===== config.mk =====
export PLATFORM = sky130hd
export DESIGN_NAME = rc4_stream_xor_flat
export DESIGN_NICKNAME = d
export VERILOG_FILES = /design/src/rtl/rc4_stream_xor_if.sv /design/src/rtl/rc4_stream_xor.sv /design/src/flat_wrapper.sv
export SDC_FILE = /design/constraint.sdc
export NUM_CORES = 1
export LEC_CHECK = 0
export BUFFER_PORTS_ARGS = -buffer_cell sky130_fd_sc_hd__buf_2
export CAP_MARGIN = 20
export CORE_ASPECT_RATIO = 0.8
export CORE_MARGIN = 10
export CORE_UTILIZATION = 45
export CTS_BUF_LIST = sky130_fd_sc_hd__clkbuf_8
export DETAILED_ROUTE_END_ITERATION = 10
export PLACE_DENSITY_LB_ADDON = 0.25
export SLEW_MARGIN = 20
export SYNTH_ARGS = -nofsm -noshare
export SYNTH_HDL_FRONTEND = slang
export SYNTH_SLANG_ARGS = --single-unit
export TNS_END_PERCENT = 5

===== constraint.sdc =====
create_clock -name clk -period 3 [get_ports clk]
set_input_delay 0.15 -clock clk [delete_from_list [all_inputs] [get_ports clk]]
set_output_delay 0.15 -clock clk [all_outputs]
set_load 0.01 [all_outputs]

===== src/rtl/rc4_stream_xor_if.sv =====
// rc4_stream_xor_if: control, keystream, plaintext and ciphertext handshakes of the RC4 XOR stage.
interface rc4_stream_xor_if #(parameter int LEN_W = 16);
    logic             start;
    logic [LEN_W-1:0] msg_len;
    logic [LEN_W-1:0] drop_n;
    logic             ks_valid;
    logic [7:0]       ks_data;
    logic             ks_ready;
    logic             pt_valid;
    logic [7:0]       pt_data;
    logic             pt_ready;
    logic             ct_valid;
    logic [7:0]       ct_data;
    logic             ct_last;
    logic             ct_ready;
    logic             busy;
    logic             done;
    modport slave (
        input  start, msg_len, drop_n, ks_valid, ks_data, pt_valid, pt_data, ct_ready,
        output ks_ready, pt_ready, ct_valid, ct_data, ct_last, busy, done
    );
    modport master (
        output start, msg_len, drop_n, ks_valid, ks_data, pt_valid, pt_data, ct_ready,
        input  ks_ready, pt_ready, ct_valid, ct_data, ct_last, busy, done
    );
endinterface


===== src/rtl/rc4_stream_xor.sv =====
// rc4_stream_xor: drops the first drop_n keystream bytes, then XORs buffered keystream with plaintext.
module rc4_stream_xor #(
    parameter int KS_DEPTH = 4,
    parameter int LEN_W    = 16
) (
    input logic             clk,
    input logic             rst,
    rc4_stream_xor_if.slave bus
);
    localparam int AW = $clog2(KS_DEPTH);
    localparam logic [LEN_W-1:0] ONE = 1;
    localparam logic [AW:0] PTR_ONE = 1;
    typedef enum logic [2:0] {IDLE, DISCARD, RUN, FLUSH, DONE} state_t;
    state_t state, state_nx;
    logic [LEN_W-1:0] rem, fetch, drop;
    logic [7:0] mem [KS_DEPTH];
    logic [AW:0] wp, rp;
    logic full, empty, ks_fire, pt_fire, ct_fire;
    logic ct_v, ct_l;
    logic [7:0] ct_d;
    // Extra pointer bit tells full from empty when the indices match.
    assign full = (wp ^ rp) == {1'b1, {AW{1'b0}}};
    assign empty = wp == rp;
    assign bus.ks_ready = state == DISCARD || (state == RUN && !full && fetch != '0);
    assign bus.pt_ready = state == RUN && !empty && rem != '0 && (!ct_v || bus.ct_ready);
    assign ks_fire = bus.ks_valid && bus.ks_ready;
    assign pt_fire = bus.pt_valid && bus.pt_ready;
    assign ct_fire = ct_v && bus.ct_ready;
    assign bus.ct_valid = ct_v;
    assign bus.ct_data = ct_d;
    assign bus.ct_last = ct_l;
    assign bus.busy = state != IDLE;
    assign bus.done = state == DONE;
    always_comb begin
        state_nx = state;
        case (state)
            IDLE:    if (bus.start) state_nx = bus.msg_len == '0 ? DONE : bus.drop_n != '0 ? DISCARD : RUN;
            DISCARD: if (ks_fire && drop == ONE) state_nx = RUN;
            RUN:     if (pt_fire && rem == ONE) state_nx = FLUSH;
            FLUSH:   if (ct_fire && ct_l) state_nx = DONE;
            default: state_nx = IDLE;
        endcase
    end
    always_ff @(posedge clk or posedge rst) begin
        if (rst) begin
            state <= IDLE;
            rem   <= '0;
            fetch <= '0;
            drop  <= '0;
            wp    <= '0;
            rp    <= '0;
            ct_v  <= 1'b0;
            ct_d  <= '0;
            ct_l  <= 1'b0;
        end else begin
            state <= state_nx;
            if (state == IDLE && bus.start) begin
                rem   <= bus.msg_len;
                fetch <= bus.msg_len;
                drop  <= bus.drop_n;
            end
            if (ks_fire && state == DISCARD) drop <= drop - ONE;
            if (ks_fire && state == RUN) begin
                wp    <= wp + PTR_ONE;
                fetch <= fetch - ONE;
            end
            if (pt_fire) begin
                rp   <= rp + PTR_ONE;
                rem  <= rem - ONE;
                ct_v <= 1'b1;
                ct_d <= bus.pt_data ^ mem[rp[AW-1:0]];
                ct_l <= rem == ONE;
            end else if (ct_fire) begin
                ct_v <= 1'b0;
            end
        end
    end
    always_ff @(posedge clk) begin
        if (ks_fire && state == RUN) mem[wp[AW-1:0]] <= bus.ks_data;
    end
endmodule


===== src/flat_wrapper.sv =====
// flat-port wrapper written by rule: the top's interface ports become plain ports
module rc4_stream_xor_flat 
#(
    parameter int KS_DEPTH = 4,
    parameter int LEN_W    = 16
)
  (clk, rst, bus_start, bus_msg_len, bus_drop_n, bus_ks_valid, bus_ks_data, bus_pt_valid, bus_pt_data, bus_ct_ready, bus_ks_ready, bus_pt_ready, bus_ct_valid, bus_ct_data, bus_ct_last, bus_busy, bus_done);
  rc4_stream_xor_if #(.LEN_W(LEN_W)) bus_i ();
  input logic clk;
  input logic rst;
  input wire logic [$bits(bus_i.start)-1:0] bus_start;
  input wire logic [$bits(bus_i.msg_len)-1:0] bus_msg_len;
  input wire logic [$bits(bus_i.drop_n)-1:0] bus_drop_n;
  input wire logic [$bits(bus_i.ks_valid)-1:0] bus_ks_valid;
  input wire logic [$bits(bus_i.ks_data)-1:0] bus_ks_data;
  input wire logic [$bits(bus_i.pt_valid)-1:0] bus_pt_valid;
  input wire logic [$bits(bus_i.pt_data)-1:0] bus_pt_data;
  input wire logic [$bits(bus_i.ct_ready)-1:0] bus_ct_ready;
  output wire logic [$bits(bus_i.ks_ready)-1:0] bus_ks_ready;
  output wire logic [$bits(bus_i.pt_ready)-1:0] bus_pt_ready;
  output wire logic [$bits(bus_i.ct_valid)-1:0] bus_ct_valid;
  output wire logic [$bits(bus_i.ct_data)-1:0] bus_ct_data;
  output wire logic [$bits(bus_i.ct_last)-1:0] bus_ct_last;
  output wire logic [$bits(bus_i.busy)-1:0] bus_busy;
  output wire logic [$bits(bus_i.done)-1:0] bus_done;
  assign bus_i.start = bus_start;
  assign bus_i.msg_len = bus_msg_len;
  assign bus_i.drop_n = bus_drop_n;
  assign bus_i.ks_valid = bus_ks_valid;
  assign bus_i.ks_data = bus_ks_data;
  assign bus_i.pt_valid = bus_pt_valid;
  assign bus_i.pt_data = bus_pt_data;
  assign bus_i.ct_ready = bus_ct_ready;
  assign bus_ks_ready = bus_i.ks_ready;
  assign bus_pt_ready = bus_i.pt_ready;
  assign bus_ct_valid = bus_i.ct_valid;
  assign bus_ct_data = bus_i.ct_data;
  assign bus_ct_last = bus_i.ct_last;
  assign bus_busy = bus_i.busy;
  assign bus_done = bus_i.done;
  rc4_stream_xor #(.KS_DEPTH(KS_DEPTH), .LEN_W(LEN_W)) u_core (.clk(clk), .rst(rst), .bus(bus_i));
endmodule

; Word-level counts from Yosys, hierarchy flattened
; Memories as Yosys holds them, arrays and structs flattened.
; Index checks and enable logic that the tools add are counted.
[op_classes]
eq_ne = 12
reduce_logical = 30
bitwise_logic = 2
mux = 16
addsub = 5
[ops]
columns = operator, n
row1 = $mux 16, 5
row2 = $reduce_bool 16->1, 3
row3 = $sub 16x1->16 const B, 3
row4 = $eq 16x1->1 const B, 2
row5 = $logic_not 16->1, 1
row6 = $mux 3, 5
row7 = $logic_and 1x1->1, 14
row8 = $pmux 3 s4, 1
row9 = $reduce_bool 2->1, 4
row10 = $xor 8x8->8, 1
row11 = $add 3x1->3 const B, 2
row12 = $eq 3x2->1 const B, 2
row13 = $eq 3x3->1 const B, 2
row14 = $ne 2x2->1 const B, 3
row15 = $mux 1, 4
row16 = $reduce_and 4->1, 1
row17 = $eq 3x1->1 const B, 1
row18 = $eq 3x3->1, 1
row19 = $logic_not 1->1, 3
row20 = $logic_not 3->1, 1
row21 = $reduce_bool 3->1, 1
row22 = $xor 3x3->3, 1
row23 = $logic_or 1x1->1, 2
row24 = $mux 2, 1
row25 = $ne 2x1->1 const B, 1
[word_totals]
in_bits = 54
register_bits = 67
output_inout_bits = 14
elab_cells = 75
ramBits = 32
mem_count = 1
[mem_list]
columns = memory, depth, word_bits, rd, rd_clocked_by_memory_dff, write_ports, line
row1 = u_core.mem, 4, 8, 1, 0, 1, rc4_stream_xor.sv:16  ; logic [7:0] mem [KS_DEPTH];

; Logic depth before layout (Yosys ltp)
; Gate-level depths: netlist of the first run.
[depth]
word_depth = 10
depth_mapped = 9
depth_no_buf = 7

; Worst setup path before layout of the first run
; OpenSTA, ideal clock, no wires.
[synth_timing]
path_kind = register to register
from = register u_core.fetch[0]
to = memory u_core.mem[1][0] (enable)
setup_ns = 0.332
stages_incl_launch_ff = 9
arrival_time_ns = 1.762
path_slack_ns = 0.907
required_time_ns = 2.668
cell_sequence = dfrtp_1 > inv_1 > ha_1 > nor4b_1 > and4_1 > buf_4 > nor2_1 > buf_2 > and2_1
[synth_between]
elab_chain_cells = 7
[synth_lines]
columns = element, line
row1 = "start, declared", rc4_stream_xor.sv:15  ; logic [LEN_W-1:0] rem, fetch, drop;
row2 = "start signal, assigned", rc4_stream_xor.sv:59  ; fetch <= bus.msg_len;
row3 = "start signal, assigned", rc4_stream_xor.sv:65  ; fetch <= fetch - ONE;
row4 = $reduce_bool 16->1, rc4_stream_xor.sv:24  ; assign bus.ks_ready = state == DISCARD || (state == RUN && !full && fetch != '0);
row5 = $logic_and 1x1->1, rc4_stream_xor.sv:24
row6 = $logic_or 1x1->1, rc4_stream_xor.sv:24
row7 = $logic_and 1x1->1, rc4_stream_xor.sv:26  ; assign ks_fire = bus.ks_valid && bus.ks_ready;
row8 = $logic_and 1x1->1, rc4_stream_xor.sv:79  ; if (ks_fire && state == RUN) mem[wp[AW-1:0]] <= bus.ks_data;
row9 = $mux 1, rc4_stream_xor.sv:79
row10 = $mux 1 (not written as such), rc4_stream_xor.sv:79
row11 = "end, declared", rc4_stream_xor.sv:16
; No other way between the ends.

; Worst setup path in the final report of the first run
[layout_timing]
from = register u_core.state[1]
to = memory u_core.mem[3][6] (enable)
[layout_between]
elab_chain_cells = 8
elab_cells_between_ends = 9
classes_between = 2 x eq/ne / 2 x mux / 5 x reduce/logical
[layout_lines]
columns = element, line
row1 = "start, declared", rc4_stream_xor.sv:14  ; state_t state, state_nx;
row2 = "start signal, assigned", rc4_stream_xor.sv:56  ; state <= state_nx;
row3 = $eq 3x2->1, "rc4_stream_xor.sv:24, rc4_stream_xor.sv:79"
row4 = $logic_and 1x1->1 (2 in series), rc4_stream_xor.sv:24
row5 = $logic_or 1x1->1, rc4_stream_xor.sv:24
row6 = $logic_and 1x1->1, rc4_stream_xor.sv:26
row7 = $logic_and 1x1->1 (*), rc4_stream_xor.sv:79
row8 = $mux 1 (*), rc4_stream_xor.sv:79
row9 = $mux 1 (not written as such) (*), rc4_stream_xor.sv:79
; Every way passes the cells marked *; elsewhere a longest branch is shown, timed or not.

==> results of run 1 <==
## final timing paths
kind | from | endpoint | slack (ns) | cells past startpoint
setup reg to reg | u_core.state[1]$_DFFE_PP0P_ | u_core.mem[3][6]$_DFFE_PP_ | 0.27 | 4
setup / recovery | u_core.state[1]$_DFFE_PP0P_ | u_core.mem[3][6]$_DFFE_PP_ | 0.27 | 4
hold reg to reg | u_core.bus.ct_data[5]$_DFFE_PP0N_ | u_core.bus.ct_data[5]$_DFFE_PP0N_ | 0.49 | 2
max in group asynchronous | rst | u_core.fetch[2]$_DFFE_PP0P_ | 1.87 | 4
min in group asynchronous | rst | u_core.bus.ct_data[3]$_DFFE_PP0N_ | 0.47 | 3
hold / removal | bus_drop_n[4] | u_core.drop[4]$_DFFE_PP0P_ | 0.03 | 3
## where the power goes
| part | internal (mW) | leakage [nW] | switching [mW] | total [mW] |
|---|---|---|---|---|
| combinational | 1.03 | 1.21 | 1.31 | 2.34 |
| sequential | 1.86 | 1.11 | 0.508 | 2.37 |
| clock | 0.393 | 0.103 | 0.487 | 0.880 |
## tightest hold or removal path: stages
cell and delay [ns]:
buf_2 0.09, nand2_1 0.04, o211ai_1 0.07
## cell type report
cell class                      instances  area share [%]
Clock buffer                            9            2.06
Clock inverter                          7            1.25
Inverter                               19            1.18
Multi-Input combinational cell        347            40.0
Sequential cell                        99            43.8
Tap cell                              148            3.08
Timing Repair Buffer                   87            8.68
## logic make-up after synthesis
kind of cell               Yosys count  synth area share, %
AOI/OAI and AO/OA                  120                 16.6
adders and majority gates           10                 2.39
and+or+nand+nor                    193                 20.0
DFF                                 99                 50.4
xor gates and xnor gates            16                 3.40
muxes                                8                 3.44
buffers and inverters               41                 3.68
## metrics by stage
step	instances	hold slack [ns]
2_1_floorplan	487	0.249
3_3_place_gp	690	0.340
3_5_place_dp	690	0.349
4_1_cts	716	0.0128
5_1_grt	716	0.0318
6_report	716	0.0267
## flip-flops by register name (all words and copies together), names as in the netlist
signal,flops
u_core.mem,32
u_core.rp,3
u_core.state,3
u_core.fetch,16
u_core.bus.ct_valid,1
u_core.bus.ct_last,1
u_core.rem,16
u_core.wp,3
u_core.drop,16
u_core.bus.ct_data,8
## routing by layer
layer | part of all wire, % | wire [microns] | vias up
met1 | 48 | 6170 | 2037
met3 | 6.2 | 797 | 11
met2 | 45 | 5840 | 134
li1 | - | - | 2007
met4 | 0.87 | 112 | 0
met5 | 0 | 0 | -
## cells in the final DEF, fill, tap and decap left out, types with 4 or more instances in the layout
master | netlist | layout
and3_1 | 4 | 4
nand3_1 | 11 | 11
or2_2 | 6 | 6
nor3_1 | 12 | 12
o211ai_1 | 22 | 22
o21ai_0 | 20 | 20
nor2_1 | 33 | 33
and2_1 | 8 | 8
inv_1 | 19 | 19
buf_4 | 1 | 9
a211oi_1 | 5 | 5
or3_1 | 4 | 4
a221o_1 | 4 | 4
edfxtp_1 | 32 | 32
xnor2_1 | 12 | 12
nand2_1 | 56 | 56
ha_1 | 10 | 10
clkbuf_8 | 0 | 9
a21oi_1 | 10 | 10
mux4_2 | 8 | 8
o21ai_1 | 9 | 9
buf_2 | 10 | 67
or4_1 | 5 | 5
dfrtp_1 | 67 | 67
a31oi_1 | 5 | 5
a21o_1 | 5 | 5
o211ai_2 | 5 | 5
dlygate4sd3_1 | 0 | 10
nor4_1 | 16 | 16
nor4_2 | 5 | 5
o22ai_1 | 6 | 6
nand4_1 | 9 | 9
==> flow_metrics.env, run 1 <==
export IMPL_cp_cell_sequence="nor3b_2, o311ai_1, nor2_1, and2_1"
export IMPL_outcome="finished clean"
export IMPL_gr_max_usage_layer="met2"
export IMPL_fmax_mhz=367
export IMPL_setup_viol=0
export IMPL_worst_pin_slew_ns=0.828
export IMPL_cts_made_buffers=9
export IMPL_first_iter_violations=205
export IMPL_synthesis_nets=551
export IMPL_layout_setup_ws_ns=0.274
export IMPL_critical_path_class="reg2reg"
export IMPL_total_power_mw=5.59
export IMPL_syn_inst=487
export IMPL_min_period_ns=2.73
export IMPL_critPathRequiredTime_ns=3.02
export IMPL_clk_pin_slew_ns=0.09
export IMPL_synth_edf_count=32
export IMPL_yosysSeqAreaShare_pct=50.4
export IMPL_yosysTopAreaCellShare_pct=32.1
export IMPL_start_util_pct=45.8
export IMPL_cts_tree="built"
export IMPL_io_pins=68
export IMPL_hold_violations=0
export IMPL_hold_buffers=10
export IMPL_yosysMostFrequentCell="dfrtp_1"
export IMPL_nets=627
export IMPL_area_delta_synth_final_pct=15.1
export IMPL_cts_sinks=99
export IMPL_place_area_sq_mm=0.00572
export IMPL_row_count=35
export IMPL_maxCapViolations=0
export IMPL_drive_gt1_share_pct=22.0
export IMPL_max_clock_path_buffers=2
export IMPL_grt_overflow=0
export IMPL_cpPeakStageDelay_ns=0.68
export IMPL_worst_path_max_fanout=14
export IMPL_peakVddDrop_mv=0.376
export IMPL_synthTopCellsByCount="dfrtp_1 (67), nand2_1 (56), nor2_1 (33), edfxtp_1 (32), o211ai_1 (22)"
export IMPL_totalNegativeSetupSlack_ns=0
export IMPL_core_area_sq_mm=0.0114
export IMPL_cp_start_kind="flop"
export IMPL_ys_flop_type="dfrtp_1"
export IMPL_met2_usage_pct=24.8
export IMPL_finalCritPeriodShare_pct=90.9
export IMPL_synth_area_leader_cell="dfrtp_1"
export IMPL_critPathTopFamily="simple AND/OR/NAND/NOR gates"
export IMPL_postCtsSetupRepairBufs=0
export IMPL_gp_congestion=0.936
export IMPL_crit_path_end_kind="flop"
export IMPL_firstDrtPassIters=4
export IMPL_die_h_microns=116
export IMPL_fin_util_pct=52.7
export IMPL_cp_data_arrival_time_ns=2.75
export IMPL_ys_types=64
export IMPL_synthesis_area_sq_mm=0.00523
export IMPL_cpMaxStageDelayCell="nor2_1"
export IMPL_synth_seq_cells=99
export IMPL_wl_mm=12.9
export IMPL_vias_per_cell=5.85
export IMPL_antenna_cells=0
export IMPL_drv_slew=0
export IMPL_root_buffer="clkbuf_8"
export IMPL_multiInputGateArea_sq_mm=0.00241
export IMPL_drc=0
export IMPL_min_path_type="in2reg"
export IMPL_netlist_top_cells_area="dfrtp_1 (32%), edfxtp_1 (18%), nand2_1 (4.0%)"
export IMPL_fin_area_sq_mm=0.00602
export IMPL_dp_hpwl_mm=9.75
export IMPL_dieWidth_microns=141
export IMPL_grt_max_degree=35
export IMPL_cts_resized=0
export IMPL_grt_pass1_vias=4160
export IMPL_vias=4189
export IMPL_slew_headroom_pct=44.6
export IMPL_numPortBuffers=67
export IMPL_antenna_found_initial=0
export IMPL_rsz0062_at_grt="no"
export IMPL_clock_tree_htree_level_count=3
export IMPL_postRouteAntennaNets=0
export IMPL_die_area_sq_mm=0.0164
export IMPL_ys_warn_count=0
export IMPL_grt_util_met1_pct=21.6
export IMPL_grt_pass1_wl_mm=21.5
export IMPL_synthArstFlopShare_pct=67.7
export IMPL_nFillCells=1001
export IMPL_power_density_mw_per_mm2=928
export IMPL_register_area_sq_mm=0.00264
export IMPL_syn_avg_cell_area_sq_um=10.7
export IMPL_pre_cts_slack_ns=0.266
export IMPL_skew_ns=0.0145
export IMPL_p_leak_nw=2.42
export IMPL_met3_usage_pct=4.63
export IMPL_grt_use_total_pct=16.1
export IMPL_critPathBufInv=0
export IMPL_clk_latency_ns=0.38
export IMPL_drt_wirelength_per_cell_microns=18.1
(Power assumes the default switching activity.)
==> run 2: changes to the inputs <==
PLACE_DENSITY = 0.77   (was default)
PLACE_DENSITY_LB_ADDON = default   (was 0.25)
==> run 2 against run 1 <==
Hold slack got worse by 0.010 ns. Sequential share of layout area increased by 0.26 points. Power shrank 1.6%. Critical path depth increased by 1. Sequential power about the same. Clock-buffer cell count is the same. Clock skew rose by 0.0019 ns. Utilization fell by 0.31 points. Design area fell by 0.58%. Clock power down 13%. Routed wire length is 1.8% higher. Critical path type unchanged.
==> flow_metrics.env, run 2 (synthesized netlist as in run 1, its figures left out) <==
export IMPL_cts_made_buffers=9
export IMPL_postCtsSetupRepairBufs=0
export IMPL_vias=4249
export IMPL_internal_power_mw=3.20
export IMPL_area_delta_synth_final_pct=14.5
export IMPL_fin_util_pct=52.4
export IMPL_clk_latency_ns=0.37
export IMPL_antenna_cells=0
export IMPL_drive_gt1_share_pct=22.0
export IMPL_grt_overflow=0
export IMPL_first_iter_violations=426
export IMPL_die_h_microns=116
export IMPL_cts_tree="built"
export IMPL_cp_data_arrival_time_ns=2.36
export IMPL_setup_viol=0
export IMPL_cpPeakStageDelay_ns=0.55
export IMPL_numPortBuffers=67
export IMPL_dp_hpwl_mm=9.67
export IMPL_crit_path_end_kind="flop"
export IMPL_worst_path_max_fanout=12
export IMPL_peakVddDrop_mv=0.415
export IMPL_antenna_found_initial=0
export IMPL_postRouteAntennaNets=0
export IMPL_critical_path_class="reg2reg"
export IMPL_worst_pin_slew_ns=0.705
export IMPL_fmax_mhz=427
export IMPL_cts_resized=0
export IMPL_grt_use_total_pct=15.8
export IMPL_gp_congestion=0.922
export IMPL_power_density_mw_per_mm2=919
export IMPL_maxCapViolations=0
export IMPL_combPwrFrac_pct=42.6
export IMPL_largest_reg_flops=32
export IMPL_core_area_sq_mm=0.0114
export IMPL_clk_pin_slew_ns=0.09
export IMPL_totalNegativeSetupSlack_ns=0
export IMPL_nets=628
export IMPL_vias_per_cell=5.93
export IMPL_start_util_pct=45.8
export IMPL_drt_wirelength_per_cell_microns=18.3
export IMPL_dp_cells=691
export IMPL_multiInputGateArea_sq_mm=0.00241
export IMPL_hold_buffers=10
export IMPL_grt_pass1_vias=4225
export IMPL_finalCritPeriodShare_pct=78.1
export IMPL_drv_slew=0
export IMPL_grt_pass1_wl_mm=21.1
export IMPL_register_area_sq_mm=0.00264
export IMPL_swShare_pct=41.9
export IMPL_drc=0
export IMPL_root_buffer="clkbuf_8"
export IMPL_skew_ns=0.0163
export IMPL_die_area_sq_mm=0.0164
export IMPL_wl_mm=13.2
export IMPL_dieWidth_microns=141
export IMPL_cts_sinks=99
export IMPL_max_clock_path_buffers=2
export IMPL_rsz0062_at_grt="no"
export IMPL_min_path_type="in2reg"
export IMPL_instances_no_fill=717
export IMPL_min_period_ns=2.34
export IMPL_outcome="finished clean"
export IMPL_p_seq_share_pct=43.4
export IMPL_grt_max_degree=50
export IMPL_io_pins=68
export IMPL_critPathRequiredTime_ns=3.01
export IMPL_clock_tree_htree_level_count=3
export IMPL_hold_violations=0
export IMPL_cp_start_kind="flop"
export IMPL_switchingPower_mw=2.30
export IMPL_clkPwrFrac_pct=14.0
export IMPL_cp_cell_sequence="nor3b_2, o311ai_1, buf_4, nor2_1, and2_1"
export IMPL_row_count=35
export IMPL_cpMaxStageDelayCell="dfrtp_1"
export IMPL_layout_common_cells="buf_2 (67), dfrtp_1 (67), nand2_1 (56)"
export IMPL_firstDrtPassIters=5
export IMPL_p_leak_nw=2.41
export IMPL_total_power_mw=5.50
export IMPL_nFillCells=966
export IMPL_slew_headroom_pct=52.6
[run 2: cell types whose count changed in the layout (fill, tap and decap cells not counted), sizes merged]
cell,previous run,this run
buf,77,78
bufinv,1,0
clkinv,1,3
clkinvlp,1,2
inv,23,21
[run 2: worst paths after layout]
path	slack, ns	startpoint	cells past startpoint	to
setup / recovery	0.66	u_core.state[1]$_DFFE_PP0P_	5	u_core.mem[3][2]$_DFFE_PP_
hold / removal	0.02	bus_ks_data[5]	1	u_core.mem[3][5]$_DFFE_PP_
setup reg to reg	0.66	u_core.state[1]$_DFFE_PP0P_	5	u_core.mem[3][2]$_DFFE_PP_
hold reg to reg	0.49	u_core.bus.ct_data[2]$_DFFE_PP0N_	2	u_core.bus.ct_data[2]$_DFFE_PP0N_
max in group asynchronous	1.70	rst	4	u_core.fetch[5]$_DFFE_PP0P_
min in group asynchronous	0.31	rst	3	u_core.drop[3]$_DFFE_PP0P_
[run 2: stage by stage]
stage | hold WS [ns] | setup WS [ns] | instance area, sq um
global route | 0.00189 | 0.454 | 5990
detailed placement | 0.188 | 0.670 | 5720
global placement | 0.170 | 0.822 | 5720
floorplan | 0.249 | 0.907 | 5230
CTS | 0.00131 | 0.649 | 5990
finish | 0.0164 | 0.658 | 5990
[run 2: area by class of cell]
| cell class | count | area share (%) |
|---|---|---|
| clock inverters | 7 | 0.752 |
| well taps | 148 | 3.09 |
| repair buffers | 88 | 8.65 |
| clock buffers | 9 | 2.07 |
| multi-input cells | 347 | 40.2 |
| flip-flops and latches | 99 | 44.1 |
| inverters | 19 | 1.19 |
[run 2: critical path: cells and delay by family (launching register included)]
family | cells | cell delay, ns
AO/OA/AOI/OAI | 1 | 0.17
buffers and inverters | 1 | 0.21
flip-flops | 1 | 0.55
AND/OR/NAND/NOR | 3 | 1.06
[run 2: power by group through the flow]
stage	logic [mW]	clock network [mW]	registers, mW
6_report	2.34	0.770	2.39
5_1_grt	2.61	0.843	2.45
4_1_cts	2.35	0.791	2.37
3_5_place_dp	2.33	0	2.39
3_3_place_gp	2.24	0	2.36
2_1_floorplan	1.80	0	2.26
[run 2: metal layers]
layer	GRT usage (%)	routed length (microns)
met1	20.0	5750
met5	0	0
met3	3.33	763
met4	5.29	225
met2	26.7	6410
==> run 3: changes to the inputs <==
clock period = 2.4 ns   (was 3 ns; I/O delays follow)
==> run 3 against run 2 <==
Non-clock buffer count up 17. Critical endpoint is now u_core.mem[3][1]$_DFFE_PP_. Clock power grew 39%. Highest routed layer unchanged. Power increased by 29%. Critical path depth up 1. Hold slack better by 0.0058 ns. Routed wire length grew 0.80%. Largest power group is now combinational logic. Design area grew 3.1%. Worst setup slack worse by 0.48 ns. Sequential cell count did not move. Combinational power grew 33%. Critical path type unchanged.
==> flow_metrics.env, run 3 (synthesized netlist as in run 1, its figures left out) <==
export IMPL_outcome="finished clean"
export IMPL_drt_wirelength_per_cell_microns=18.1
export IMPL_vias=4372
export IMPL_grt_pass1_vias=4429
export IMPL_cpMaxStageDelayCell="and2_1"
export IMPL_totalNegativeSetupSlack_ns=0
export IMPL_critical_path_class="reg2reg"
export IMPL_peakVddDrop_mv=0.465
export IMPL_grt_pass1_wl_mm=22.1
export IMPL_io_pins=68
export IMPL_gr_max_usage_layer="met2"
export IMPL_postCtsSetupRepairBufs=0
export IMPL_first_iter_violations=389
export IMPL_nets=645
export IMPL_drive_gt1_share_pct=23.7
export IMPL_die_h_microns=116
export IMPL_maxCapViolations=0
export IMPL_layout_common_cells="buf_2 (67), dfrtp_1 (67), nand2_1 (56)"
export IMPL_grt_overflow=0
export IMPL_p_leak_nw=2.51
export IMPL_clk_pin_slew_ns=0.10
export IMPL_root_buffer="clkbuf_8"
export IMPL_crit_path_end_kind="flop"
export IMPL_grt_util_met1_pct=20.6
export IMPL_die_area_sq_mm=0.0164
export IMPL_row_count=35
export IMPL_holdWs_ns=0.0222
export IMPL_slew_headroom_pct=58.7
export IMPL_drv_slew=0
export IMPL_cts_made_buffers=9
export IMPL_cp_data_arrival_time_ns=2.23
export IMPL_antenna_cells=0
export IMPL_cp_cell_sequence="inv_1, ha_1, nor4b_1, and4_2, nor2_1, and2_1"
export IMPL_max_clock_path_buffers=2
export IMPL_drc=0
export IMPL_rsz0062_at_grt="no"
export IMPL_dp_hpwl_mm=9.93
export IMPL_grt_max_degree=68
export IMPL_worst_path_max_fanout=9
export IMPL_skew_ns=0.0168
export IMPL_grt_use_total_pct=16.6
export IMPL_cts_tree="built"
export IMPL_start_util_pct=45.8
export IMPL_vias_per_cell=5.96
export IMPL_largest_reg_flops=32
export IMPL_min_period_ns=2.23
export IMPL_power_density_mw_per_mm2=1150
export IMPL_numPortBuffers=67
export IMPL_cpPeakStageDelay_ns=0.48
export IMPL_setup_viol=0
export IMPL_cp_start_kind="flop"
export IMPL_postRouteAntennaNets=0
export IMPL_antenna_found_initial=0
export IMPL_gp_congestion=0.924
export IMPL_wl_mm=13.3
export IMPL_worst_pin_slew_ns=0.614
export IMPL_min_path_type="in2reg"
export IMPL_fmax_mhz=449
export IMPL_core_area_sq_mm=0.0114
export IMPL_clock_tree_htree_level_count=3
export IMPL_critPathRequiredTime_ns=2.40
export IMPL_firstDrtPassIters=5
export IMPL_clk_latency_ns=0.37
export IMPL_met2_usage_pct=27.5
export IMPL_finalCritPeriodShare_pct=92.8
export IMPL_dieWidth_microns=141
export IMPL_hold_violations=0
export IMPL_met3_usage_pct=4.14
export IMPL_cts_sinks=99
export IMPL_area_delta_synth_final_pct=18.0
[run 3: worst max-delay path, delay by kind of cell (launching register included)]
| kind | cells | cell delay [ns] |
|---|---|---|
| buffers and inverters | 1 | 0.06 |
| adders and majority gates | 1 | 0.23 |
| and+or+nand+nor | 4 | 1.18 |
| DFF | 1 | 0.40 |
[run 3: power by group]
| group | switching [mW] | leakage (nW) | total [mW] | internal [mW] |
|---|---|---|---|---|
| clock | 0.586 | 0.101 | 1.07 | 0.481 |
| combinational | 1.72 | 1.30 | 3.12 | 1.40 |
| sequential | 0.611 | 1.11 | 2.94 | 2.33 |
[run 3: layout make-up]
| cell class | instances | area [sq um] |
|---|---|---|
| Sequential cell | 99 | 2640 |
| Fill cell | 963 | 5260 |
| Clock inverter | 7 | 68.8 |
| Clock buffer | 9 | 124 |
| Inverter | 19 | 71.3 |
| Tap cell | 148 | 185 |
| Multi-Input combinational cell | 347 | 2410 |
| Timing Repair Buffer | 105 | 673 |
[run 3: per-layer routing]
| layer | vias to the layer above | wire length [microns] | share of wire [%] |
|---|---|---|---|
| li1 | 2038 | - | - |
| met1 | 2143 | 5660 | 43 |
| met2 | 168 | 6490 | 49 |
| met3 | 23 | 865 | 6.5 |
| met4 | 0 | 239 | 1.8 |
| met5 | - | 0 | 0 |
[run 3: worst paths after layout]
check | slack, ns | depth (start not counted) | start | end
max | 0.17 | 6 | u_core.fetch[0]$_DFFE_PP0P_ | u_core.mem[3][1]$_DFFE_PP_
min | 0.02 | 3 | bus_drop_n[4] | u_core.drop[4]$_DFFE_PP0P_
max reg2reg | 0.17 | 6 | u_core.fetch[0]$_DFFE_PP0P_ | u_core.mem[3][1]$_DFFE_PP_
min reg2reg | 0.48 | 2 | u_core.bus.ct_data[7]$_DFFE_PP0N_ | u_core.bus.ct_data[7]$_DFFE_PP0N_
max in group asynchronous | 1.71 | 4 | rst | u_core.fetch[7]$_DFFE_PP0P_
min in group asynchronous | 0.36 | 4 | rst | u_core.bus.ct_last$_DFFE_PP0N_
[run 3: metrics by stage]
| step | instance area, sq um | std cells | worst slack (ns) | utilization (%) | power, mW |
|---|---|---|---|---|---|
| finish | 6170 | 734 | 0.173 | 54.0 | 7.12 |
| global route | 6170 | 734 | 0.0129 | 54.0 | 7.68 |
| CTS | 6170 | 734 | 0.110 | 53.9 | 7.13 |
| detailed placement | 5810 | 702 | 0.168 | 50.9 | 6.04 |
| global placement | 5810 | 702 | 0.263 | 50.9 | 5.88 |
| floorplan | 5230 | 487 | 0.307 | - | 5.08 |
[run 3: what timing repair did]
item / CTS / global route
endpoints found under the setup margin: 0 / 4
hold endpoints to repair: 106 / 0
gates resized for setup: 0 / 2
hold buffers: 16 / 0
